**src/rtl/wb_fwd_producer_if.sv**
```systemverilog
// wb_fwd_producer_if
// Bundles the stage-2 / stage-3 signals exchanged between the pipeline and
// the forwarding producer tracker.
//   master : pipeline side, drives s2_inst/s2_valid/pipe_stall/flush/wb_data
//   slave  : tracker side, drives fwd_sel_rs1/rs2, hist_data, s3_rd, s3_wen,
//            fwd_cnt_s3, fwd_cnt_hist
interface wb_fwd_producer_if #(
    parameter int XLEN  = 32,
    parameter int CNT_W = 32
);
    logic [31:0]      s2_inst;
    logic             s2_valid;
    logic             pipe_stall;
    logic             flush;
    logic [XLEN-1:0]  wb_data;
    logic [1:0]       fwd_sel_rs1;
    logic [1:0]       fwd_sel_rs2;
    logic [XLEN-1:0]  hist_data;
    logic [4:0]       s3_rd;
    logic             s3_wen;
    logic [CNT_W-1:0] fwd_cnt_s3;
    logic [CNT_W-1:0] fwd_cnt_hist;

    modport master (
        output s2_inst, s2_valid, pipe_stall, flush, wb_data,
        input  fwd_sel_rs1, fwd_sel_rs2, hist_data, s3_rd, s3_wen,
               fwd_cnt_s3, fwd_cnt_hist
    );

    modport slave (
        input  s2_inst, s2_valid, pipe_stall, flush, wb_data,
        output fwd_sel_rs1, fwd_sel_rs2, hist_data, s3_rd, s3_wen,
               fwd_cnt_s3, fwd_cnt_hist
    );
endinterface

```
**src/rtl/wb_fwd_producer.sv**
```systemverilog
// wb_fwd_producer
// Tracks the producer in stage 3 and the producer that retired one cycle
// earlier (history), and derives the stage-2 operand forwarding selects.
// Ports:
//   clk   : core clock, rising edge
//   rst_n : synchronous active-low reset, wins over stall and flush
//   bus   : wb_fwd_producer_if.slave
//           in : s2_inst, s2_valid, pipe_stall, flush, wb_data
//           out: fwd_sel_rs1/rs2 (0=regfile, 1=stage-3 wb_data, 2=hist_data),
//                hist_data, s3_rd, s3_wen, fwd_cnt_s3, fwd_cnt_hist
module wb_fwd_producer #(
    parameter int XLEN  = 32,
    parameter int CNT_W = 32
) (
    input  logic              clk,
    input  logic              rst_n,
    wb_fwd_producer_if.slave  bus
);
    localparam logic [6:0] OP_LUI      = 7'b0110111;
    localparam logic [6:0] OP_AUIPC    = 7'b0010111;
    localparam logic [6:0] OP_JAL      = 7'b1101111;
    localparam logic [6:0] OP_JALR     = 7'b1100111;
    localparam logic [6:0] OP_BRANCH   = 7'b1100011;
    localparam logic [6:0] OP_LOAD     = 7'b0000011;
    localparam logic [6:0] OP_STORE    = 7'b0100011;
    localparam logic [6:0] OP_IMM      = 7'b0010011;
    localparam logic [6:0] OP_OP       = 7'b0110011;
    localparam logic [6:0] OP_MISC_MEM = 7'b0001111;
    localparam logic [6:0] OP_SYSTEM   = 7'b1110011;

    localparam logic [1:0] SEL_RF   = 2'd0;
    localparam logic [1:0] SEL_S3   = 2'd1;
    localparam logic [1:0] SEL_HIST = 2'd2;

    // Returns {has_rd, uses_rs1, uses_rs2}; unknown opcodes decode as inert.
    function automatic logic [2:0] decode(input logic [6:0] opcode);
        logic [2:0] d;
        case (opcode)
            OP_LUI, OP_AUIPC, OP_JAL:                        d = 3'b100;
            OP_JALR, OP_LOAD, OP_IMM, OP_MISC_MEM, OP_SYSTEM: d = 3'b110;
            OP_BRANCH, OP_STORE:                             d = 3'b011;
            OP_OP:                                           d = 3'b111;
            default:                                         d = 3'b000;
        endcase
        return d;
    endfunction

    logic             s3_wen_q,    s3_wen_d;
    logic [4:0]       s3_rd_q,     s3_rd_d;
    logic             hist_vld_q,  hist_vld_d;
    logic [4:0]       hist_rd_q,   hist_rd_d;
    logic [XLEN-1:0]  hist_data_q, hist_data_d;
    logic [CNT_W-1:0] cnt_s3_q,    cnt_s3_d;
    logic [CNT_W-1:0] cnt_hist_q,  cnt_hist_d;

    logic [2:0] s2_dec;
    logic [4:0] s2_rd;
    logic [4:0] rs1;
    logic [4:0] rs2;
    logic [1:0] sel_rs1;
    logic [1:0] sel_rs2;
    logic [1:0] n_s3;
    logic [1:0] n_hist;

    always_comb begin
        s2_dec  = decode(bus.s2_inst[6:0]);
        s2_rd   = bus.s2_inst[11:7];
        rs1     = bus.s2_inst[19:15];
        rs2     = bus.s2_inst[24:20];
        sel_rs1 = SEL_RF;
        sel_rs2 = SEL_RF;

        // Stage 3 is the younger producer, so it is tested first.
        if (s2_dec[1] && bus.s2_valid && rs1 != 5'd0) begin
            if (s3_wen_q && rs1 == s3_rd_q) begin
                sel_rs1 = SEL_S3;
            end else if (hist_vld_q && rs1 == hist_rd_q) begin
                sel_rs1 = SEL_HIST;
            end
        end
        if (s2_dec[0] && bus.s2_valid && rs2 != 5'd0) begin
            if (s3_wen_q && rs2 == s3_rd_q) begin
                sel_rs2 = SEL_S3;
            end else if (hist_vld_q && rs2 == hist_rd_q) begin
                sel_rs2 = SEL_HIST;
            end
        end

        n_s3   = {1'b0, sel_rs1 == SEL_S3}   + {1'b0, sel_rs2 == SEL_S3};
        n_hist = {1'b0, sel_rs1 == SEL_HIST} + {1'b0, sel_rs2 == SEL_HIST};
    end

    always_comb begin
        s3_wen_d    = s3_wen_q;
        s3_rd_d     = s3_rd_q;
        hist_vld_d  = hist_vld_q;
        hist_rd_d   = hist_rd_q;
        hist_data_d = hist_data_q;
        cnt_s3_d    = cnt_s3_q;
        cnt_hist_d  = cnt_hist_q;

        if (!bus.pipe_stall) begin
            // The stage-3 entry retires into history even when stage 2 is
            // being flushed; only non-writing entries leave history empty.
            hist_vld_d  = s3_wen_q;
            hist_rd_d   = s3_wen_q ? s3_rd_q : 5'd0;
            hist_data_d = bus.wb_data;

            if (bus.s2_valid && !bus.flush) begin
                s3_rd_d  = s2_dec[2] ? s2_rd : 5'd0;
                s3_wen_d = s2_dec[2] && (s2_rd != 5'd0);
            end else begin
                s3_rd_d  = 5'd0;
                s3_wen_d = 1'b0;
            end

            if (!bus.flush) begin
                cnt_s3_d   = cnt_s3_q   + CNT_W'(n_s3);
                cnt_hist_d = cnt_hist_q + CNT_W'(n_hist);
            end
        end
    end

    always_ff @(posedge clk) begin
        if (!rst_n) begin
            s3_wen_q    <= 1'b0;
            s3_rd_q     <= 5'd0;
            hist_vld_q  <= 1'b0;
            hist_rd_q   <= 5'd0;
            hist_data_q <= '0;
            cnt_s3_q    <= '0;
            cnt_hist_q  <= '0;
        end else begin
            s3_wen_q    <= s3_wen_d;
            s3_rd_q     <= s3_rd_d;
            hist_vld_q  <= hist_vld_d;
            hist_rd_q   <= hist_rd_d;
            hist_data_q <= hist_data_d;
            cnt_s3_q    <= cnt_s3_d;
            cnt_hist_q  <= cnt_hist_d;
        end
    end

    assign bus.fwd_sel_rs1  = sel_rs1;
    assign bus.fwd_sel_rs2  = sel_rs2;
    assign bus.hist_data    = hist_data_q;
    assign bus.s3_rd        = s3_rd_q;
    assign bus.s3_wen       = s3_wen_q;
    assign bus.fwd_cnt_s3   = cnt_s3_q;
    assign bus.fwd_cnt_hist = cnt_hist_q;

endmodule

```
**src/flat_wrapper.sv**
```systemverilog
// flat-port wrapper written by rule: the top's interface ports become plain ports
module wb_fwd_producer_flat 
#(
    parameter int XLEN  = 32,
    parameter int CNT_W = 32
)
  (clk, rst_n, bus_s2_inst, bus_s2_valid, bus_pipe_stall, bus_flush, bus_wb_data, bus_fwd_sel_rs1, bus_fwd_sel_rs2, bus_hist_data, bus_s3_rd, bus_s3_wen, bus_fwd_cnt_s3, bus_fwd_cnt_hist);
  wb_fwd_producer_if #(.XLEN(XLEN), .CNT_W(CNT_W)) bus_i ();
  input  logic clk;
  input  logic rst_n;
  input wire logic [$bits(bus_i.s2_inst)-1:0] bus_s2_inst;
  input wire logic [$bits(bus_i.s2_valid)-1:0] bus_s2_valid;
  input wire logic [$bits(bus_i.pipe_stall)-1:0] bus_pipe_stall;
  input wire logic [$bits(bus_i.flush)-1:0] bus_flush;
  input wire logic [$bits(bus_i.wb_data)-1:0] bus_wb_data;
  output wire logic [$bits(bus_i.fwd_sel_rs1)-1:0] bus_fwd_sel_rs1;
  output wire logic [$bits(bus_i.fwd_sel_rs2)-1:0] bus_fwd_sel_rs2;
  output wire logic [$bits(bus_i.hist_data)-1:0] bus_hist_data;
  output wire logic [$bits(bus_i.s3_rd)-1:0] bus_s3_rd;
  output wire logic [$bits(bus_i.s3_wen)-1:0] bus_s3_wen;
  output wire logic [$bits(bus_i.fwd_cnt_s3)-1:0] bus_fwd_cnt_s3;
  output wire logic [$bits(bus_i.fwd_cnt_hist)-1:0] bus_fwd_cnt_hist;
  assign bus_i.s2_inst = bus_s2_inst;
  assign bus_i.s2_valid = bus_s2_valid;
  assign bus_i.pipe_stall = bus_pipe_stall;
  assign bus_i.flush = bus_flush;
  assign bus_i.wb_data = bus_wb_data;
  assign bus_fwd_sel_rs1 = bus_i.fwd_sel_rs1;
  assign bus_fwd_sel_rs2 = bus_i.fwd_sel_rs2;
  assign bus_hist_data = bus_i.hist_data;
  assign bus_s3_rd = bus_i.s3_rd;
  assign bus_s3_wen = bus_i.s3_wen;
  assign bus_fwd_cnt_s3 = bus_i.fwd_cnt_s3;
  assign bus_fwd_cnt_hist = bus_i.fwd_cnt_hist;
  wb_fwd_producer #(.XLEN(XLEN), .CNT_W(CNT_W)) u_core (.clk(clk), .rst_n(rst_n), .bus(bus_i));
endmodule
```
**config.mk**
```make
export PLATFORM = sky130hd
export DESIGN_NAME = wb_fwd_producer_flat
export DESIGN_NICKNAME = d
export VERILOG_FILES = /design/src/rtl/wb_fwd_producer_if.sv /design/src/rtl/wb_fwd_producer.sv /design/src/flat_wrapper.sv
export SDC_FILE = /design/constraint.sdc
export NUM_CORES = 1
export LEC_CHECK = 0
export CAP_MARGIN = 10
export CORE_UTILIZATION = 46
export CTS_CLUSTER_SIZE = 40
export DETAILED_ROUTE_END_ITERATION = 16
export HOLD_SLACK_MARGIN = 0.06
export PLACE_DENSITY = 0.81
export SETUP_SLACK_MARGIN = 0.02
export SLEW_MARGIN = 25
export SYNTH_ARGS = -nofsm -noshare
export SYNTH_HDL_FRONTEND = slang
export SYNTH_SLANG_ARGS = --single-unit
```
**constraint.sdc**
```tcl
create_clock -name clk -period 5.6 [get_ports clk]
set_input_delay 1.12 -clock clk [delete_from_list [all_inputs] [get_ports clk]]
set_output_delay 1.12 -clock clk [all_outputs]
set_load 0.02 [all_outputs]
```
==> flow_summary_export.csv, run 1 <==
group,metric,value,unit
run_status,status,"completed",
floorplan,die_x,107.0,um
clocking,clkSlewWorstSetupHoldPaths,90,ps
route,post_drt_wl_per_cell,14.74,um
synth,syn_area,0.005075,mm2
sta,finalSetupViolations,0,
worst_setup_path,r2r_cells,11,
sta,hold_violations,0,
pwr,p_per_area,204.6,mW/mm2
floorplan,coreArea,0.01051,mm2
worst_hold_path,min_path_type,"flop to flop",
worst_setup_path,crit_fanout,5,
layout,fin_util,66.64,%
route,drt_first_pass_iters,4,
synth,synth_area_leaders,"dfxtp_1 (43%), xnor2_1 (7.1%), and2_1 (7.0%)",
sta,fin_skew,15.11,ps
worst_setup_path,critical_path_class,"input port to output port",
synth,syn_nets,609,
route,postRouteAntennaNets,0,
worst_setup_path,startpoint,"bus_s2_inst[5]",
global_route,track_usage,21.64,%
synth,synth_most_common_cell,"dfxtp_1",
clocking,holdBufCountCts,0,
synth,netlist_top_cells_count,"dfxtp_1 (108), and2_1 (57), nor2b_1 (43)",
synth,synth_edf_count,0,
global_route,grt_first_pass_wirelength,19790,um
synth,synthDistinctLibCells,45,
floorplan,start_util,48.29,%
synth,syn_avg_cell_area,9.468,um2
sta,final.period_utilization,84.24,%
route,drt_iter0_markers,142,
worst_setup_path,arrival,3600,ps
global_route,grt_pass1_vias,4282,
layout,nNetsFinal,765,
synth,netlist_instances,536,
worst_setup_path,startpoint_type,"input port",
worst_setup_path,r2r_setup_slack,2050,ps
clocking,cts_root_buf,"clkbuf_8",
sta,rsz0062_at_grt,"no",
place,port_buffers,164,
clocking,h-tree-depth,3,
sta,hold_slack,519.9,ps
worst_setup_path,r2r-end,"u_core.bus.fwd_cnt_s3[31]$_SDFFE_PN0P_",
worst_setup_path,critPathCaptureType,"output port",
place,dp_hpwl,9103,um
place,dp_slack,523.8,ps
worst_setup_path,required,4480,ps
global_route,grt_max_degree,105,
route,wl,12290,um
synth,synth_top_area_share,42.60,%
layout,fillers,833,
global_route,antenna_found_initial,1,
clocking,numCtsBuffers,9,
sta,max_freq,0.2120,GHz
sta,final.setup.tns,0,ps
clocking,cts_tree,"built",
place,gp_congestion,0.8543,
route,vias,4346,
sta,fin_ws,882.5,ps
worst_setup_path,endpoint,"bus_fwd_sel_rs1[1]",
layout,syn_to_final_growth,37.99,%
sta,max_slew_margin,40.50,%
run,cap_viol_max_count,0,
clocking,clock_latency,370,ps
synth,yosysSeqAreaShare,42.60,%
clocking,cts_resized,0,
synth,ys_seq_elements,108,
synth,synth_top_cell_by_area,"dfxtp_1",
synth,async_flop_share,0,%
route,drc,0,
route,via_per_inst,5.211,
sta,post-route-min-period,4718,ps
sta,drv_slew,0,
pwr,p_leak,2.686,nW
synth,ys.flop_type,"dfxtp_1",
layout,drive_gt1_share,3.587,%
floorplan,dieArea,0.01146,mm2
sta,worstMarginPinSlew,887.1,ps
pwr,ir_drop,0.0001323,V
clocking,cts_max_path_buffers,2,
clocking,postCtsSetupRepairBufs,0,
synth,yosysWarnings,0,
floorplan,std_cell_rows,37,
global_route,grt_overflow,0,
floorplan,die_h,107.0,um
clocking,clock_sinks,108,
worst_setup_path,r2r-start,"u_core.bus.s3_rd[1]$_SDFFE_PN0N_",
floorplan,ioPinCount,175,
## logic make-up after synthesis
| group | synth area share, % |
|---|---|
| xor gates and xnor gates | 12.60 |
| AOI/OAI and AO/OA | 5.622 |
| buffers and inverters | 3.106 |
| muxes | 6.312 |
| adders and majority gates | 1.282 |
| and+or+nand+nor | 28.48 |
| DFF | 42.60 |
## per-layer routing
metal	global-route usage (%)	routed length, um	vias up
li1	-	-	2152
met1	25.32	5116	2044
met2	36.04	5954	131
met3	7.964	1006	19
met4	8.023	216	0
met5	0	0	-
## cell type report
type | instances | area (um2) | share of cell area (%)
timing repair buffer | 167 | 1654 | 23.62
inverter | 16 | 60.06 | 0.8576
antenna | 1 | 2.502 | 0.03573
sequential | 108 | 2162 | 30.87
clock buffer | 10 | 127.6 | 1.822
clock inverter | 6 | 71.32 | 1.018
tap | 136 | 170.2 | 2.430
multi-input combinational | 390 | 2755 | 39.34
## where the power goes
group / total (mW) / switching, mW / internal, mW
Combinational: 0.155 / 0.0682 / 0.0865
Sequential: 0.790 / 0.00791 / 0.782
Clock: 0.488 / 0.276 / 0.212
Total: 1.43 / 0.353 / 1.08
## cells in the final DEF, fill, tap and decap left out, types with 5 or more instances in the layout
cell type / count
a21boi_0: 5
a22o_1: 6
a22oi_1: 5
and2_1: 57
and3_1: 9
and4_1: 7
clkbuf_8: 9
clkdlybuf4s50_1: 162
dfxtp_1: 108
inv_1: 16
mux2i_1: 32
nand2_1: 30
nand3_1: 21
nand4_1: 14
nor2_1: 10
nor2b_1: 43
nor3_1: 8
nor4_1: 22
o21ai_0: 9
or3_1: 9
xnor2_1: 41
xor2_1: 32
## registers in the layout, indices dropped and copies added (netlist names)
name                     cells
u_core.hist_vld_q            1
u_core.bus.fwd_cnt_s3       32
u_core.bus.s3_wen            1
u_core.bus.fwd_cnt_hist     32
u_core.bus.hist_data        32
u_core.bus.s3_rd             5
u_core.hist_rd_q             5
## worst min path at each step
stage	startpoint	endpoint	slack [ps]	cells past startpoint
final	u_core.bus.fwd_cnt_hist[27]$_SDFFE_PN0P_	u_core.bus.fwd_cnt_hist[27]$_SDFFE_PN0P_	520	2
after global placement	u_core.bus.fwd_cnt_hist[27]$_SDFFE_PN0P_	u_core.bus.fwd_cnt_hist[27]$_SDFFE_PN0P_	480	2
after global routing	u_core.bus.fwd_cnt_hist[27]$_SDFFE_PN0P_	u_core.bus.fwd_cnt_hist[27]$_SDFFE_PN0P_	550	2
after floorplan	u_core.hist_vld_q$_SDFFE_PN0N_	u_core.hist_vld_q$_SDFFE_PN0N_	510	2
after detailed placement	u_core.bus.fwd_cnt_hist[27]$_SDFFE_PN0P_	u_core.bus.fwd_cnt_hist[27]$_SDFFE_PN0P_	510	2
after CTS	u_core.bus.fwd_cnt_hist[27]$_SDFFE_PN0P_	u_core.bus.fwd_cnt_hist[27]$_SDFFE_PN0P_	520	2
## metrics by stage
| step | instance area [um2] | total power, mW | instances |
|---|---|---|---|
| 6_report | 7003 | 1.433 | 834 |
| 5_1_grt | 7003 | 1.496 | 834 |
| 4_1_cts | 7000 | 1.448 | 833 |
| 3_5_place_dp | 6802 | 0.9634 | 817 |
| 3_3_place_gp | 6802 | 0.9589 | 817 |
| 2_1_floorplan | 5075 | 0.8784 | 536 |
## worst max-delay path: stages
cell	delay, ps
clkdlybuf4s50_1	470
nor2_1	190
nand2_1	100
or3_1	350
a221o_1	320
nor4_1	350
clkdlybuf4s50_1	680
Power figures use the tool's default switching activity.
==> run 2: changes to the inputs <==
- clock period: 5.6 -> 4.7 ns (I/O delays scaled with it)
==> flow_summary_export.csv, run 2 (synthesis gave the netlist of run 1 again) <==
group,metric,value,unit
route,post_drt_wl_per_cell,14.90,um
pwr,ir_drop,0.0001829,V
clocking,cts_tree,"built",
route,via_per_inst,5.206,
worst_hold_path,min_path_type,"flop to flop",
clocking,cts_root_buf,"clkbuf_8",
worst_setup_path,slowest_delay,550,ps
global_route,grt_max_degree,104,
sta,post-route-min-period,4422,ps
floorplan,die_x,107.0,um
clocking,h-tree-depth,3,
layout,nNetsFinal,772,
clocking,clock_sinks,108,
clocking,clock_latency,370,ps
place,port_buffers,164,
sta,final.period_utilization,94.09,%
global_route,grt_first_pass_wirelength,20090,um
global_route,antenna_found_initial,1,
worst_setup_path,critPathCaptureType,"flop",
worst_setup_path,startpoint,"bus_s2_inst[6]",
layout,stdcell_area,0.007084,mm2
place,dp_hpwl,9131,um
worst_setup_path,required,4990,ps
worst_setup_path,r2r_setup_slack,1300,ps
worst_setup_path,critical_path_class,"input port to flop",
place,placed_area,0.006854,mm2
global_route,track_usage,22.00,%
worst_hold_path,hold_start,"u_core.bus.hist_data[1]$_SDFFE_PN0N_",
clocking,numCtsBuffers,9,
route,wl,12530,um
sta,rsz0062_at_grt,"no",
sta,hold_slack,527.1,ps
clocking,cts_max_path_buffers,2,
layout,layout_common_cells,"clkdlybuf4s50_1 (162), dfxtp_1 (108), and2_1 (57)",
worst_setup_path,startpoint_type,"input port",
sta,fin_skew,11.30,ps
sta,finalSetupViolations,0,
layout,fillers,845,
pwr,p_leak,2.741,nW
place,gp_congestion,0.8790,
clocking,holdBufCountCts,0,
worst_setup_path,crit_fanout,11,
sta,fin_ws,277.6,ps
floorplan,std_cell_rows,37,
worst_setup_path,r2r-start,"u_core.bus.s3_rd[0]$_SDFFE_PN0N_",
layout,final_common_cell,"clkdlybuf4s50_1",
clocking,clkSlewWorstSetupHoldPaths,100,ps
route,drt_iter0_markers,195,
run_status,status,"completed",
worst_setup_path,cp_top_family,"simple AND/OR/NAND/NOR gates",
worst_setup_path,critical-path-top-cell-by-count,"or3_1",
sta,max_slew_margin,44.50,%
sta,drv_slew,0,
worst_setup_path,path_cells,"clkdlybuf4s50_1, nor2_1, nand2_1, or3_1, a221o_1, or4_1, fa_1, nor2b_1, nand4_4, or3_1, or3_1, a21boi_1",
route,vias,4378,
floorplan,dieArea,0.01146,mm2
place,dp_slack,-92.71,ps
floorplan,coreArea,0.01051,mm2
sta,max_freq,0.2261,GHz
worst_setup_path,cp_slowest_cell,"or4_1",
route,drc,0,
pwr,p_per_area,249.9,mW/mm2
route,drt_first_pass_iters,4,
sta,worstMarginPinSlew,827.4,ps
layout,syn_to_final_growth,39.60,%
floorplan,die_h,107.0,um
sta,hold_violations,0,
floorplan,start_util,48.29,%
clocking,cts_resized,0,
global_route,grt_pass1_vias,4243,
floorplan,ioPinCount,175,
worst_setup_path,critPathBufInv,1,
route,postRouteAntennaNets,0,
layout,drive_gt1_share,4.403,%
worst_setup_path,arrival,4710,ps
global_route,grt_overflow,0,
run,cap_viol_max_count,0,
clocking,postCtsSetupRepairBufs,0,
==> run 2: cell count changes in the layout (fill, tap and decap cells not counted), sizes merged <==
cell | previous run | this run
buf | 5 | 12
inv | 18 | 16
clkinvlp | 2 | 0
clkbuf | 10 | 13
bufinv | 1 | 2
==> run 2: tightest hold or removal path, stage by stage, from the launching register on <==
cell and delay (ps):
dfxtp_1 340, mux2i_1 70, nor2b_1 90
==> run 2: path summary, 6_finish.rpt <==
| path | depth (start not counted) | end |
|---|---|---|
| max | 12 | u_core.bus.fwd_cnt_hist[25]$_SDFFE_PN0P_ |
| min | 2 | u_core.bus.hist_data[1]$_SDFFE_PN0N_ |
| max reg2reg | 10 | u_core.bus.fwd_cnt_hist[25]$_SDFFE_PN0P_ |
| min reg2reg | 2 | u_core.bus.hist_data[1]$_SDFFE_PN0N_ |
==> run 2: cell type report <==
type	instances	area [um2]	area share (%)
antenna	1	2.502	0.03532
clock buffer	13	158.9	2.243
clock inverter	3	68.82	0.9714
inverter	16	60.06	0.8478
multi-input combinational	390	2755	38.89
sequential	108	2162	30.52
tap	136	170.2	2.402
timing repair buffer	174	1707	24.09
==> run 2: stage by stage <==
stage	setup TNS, ps	power (mW)	utilization (%)	instances
floorplan	0	1.047	-	536
global placement	0	1.145	65.22	824
CTS	0	1.785	67.39	840
detailed placement	-331.1	1.150	65.22	824
finish	0	1.770	67.41	841
global route	0	1.837	67.41	841
==> run 2: report_power, final <==
group	switching, mW	internal, mW	total, mW
Combinational	0.0821	0.104	0.187
Clock	0.311	0.331	0.642
Sequential	0.00984	0.932	0.942
==> run 2: metal layers <==
metal | routed length (um) | share of wire, % | global-route usage [%] | up-vias
met5 | 0 | 0 | 0 | -
met4 | 256 | 2.0 | 9.198 | 0
met1 | 5393 | 43 | 25.67 | 2038
met2 | 5967 | 48 | 36.96 | 152
met3 | 914 | 7.3 | 7.173 | 22
li1 | - | - | - | 2166
==> run 3: changes to the inputs <==
- CTS_CLUSTER_SIZE: 40 -> 28
==> results of run 3 <==
Final layout, timing and power as in run 2 (identical DEF).
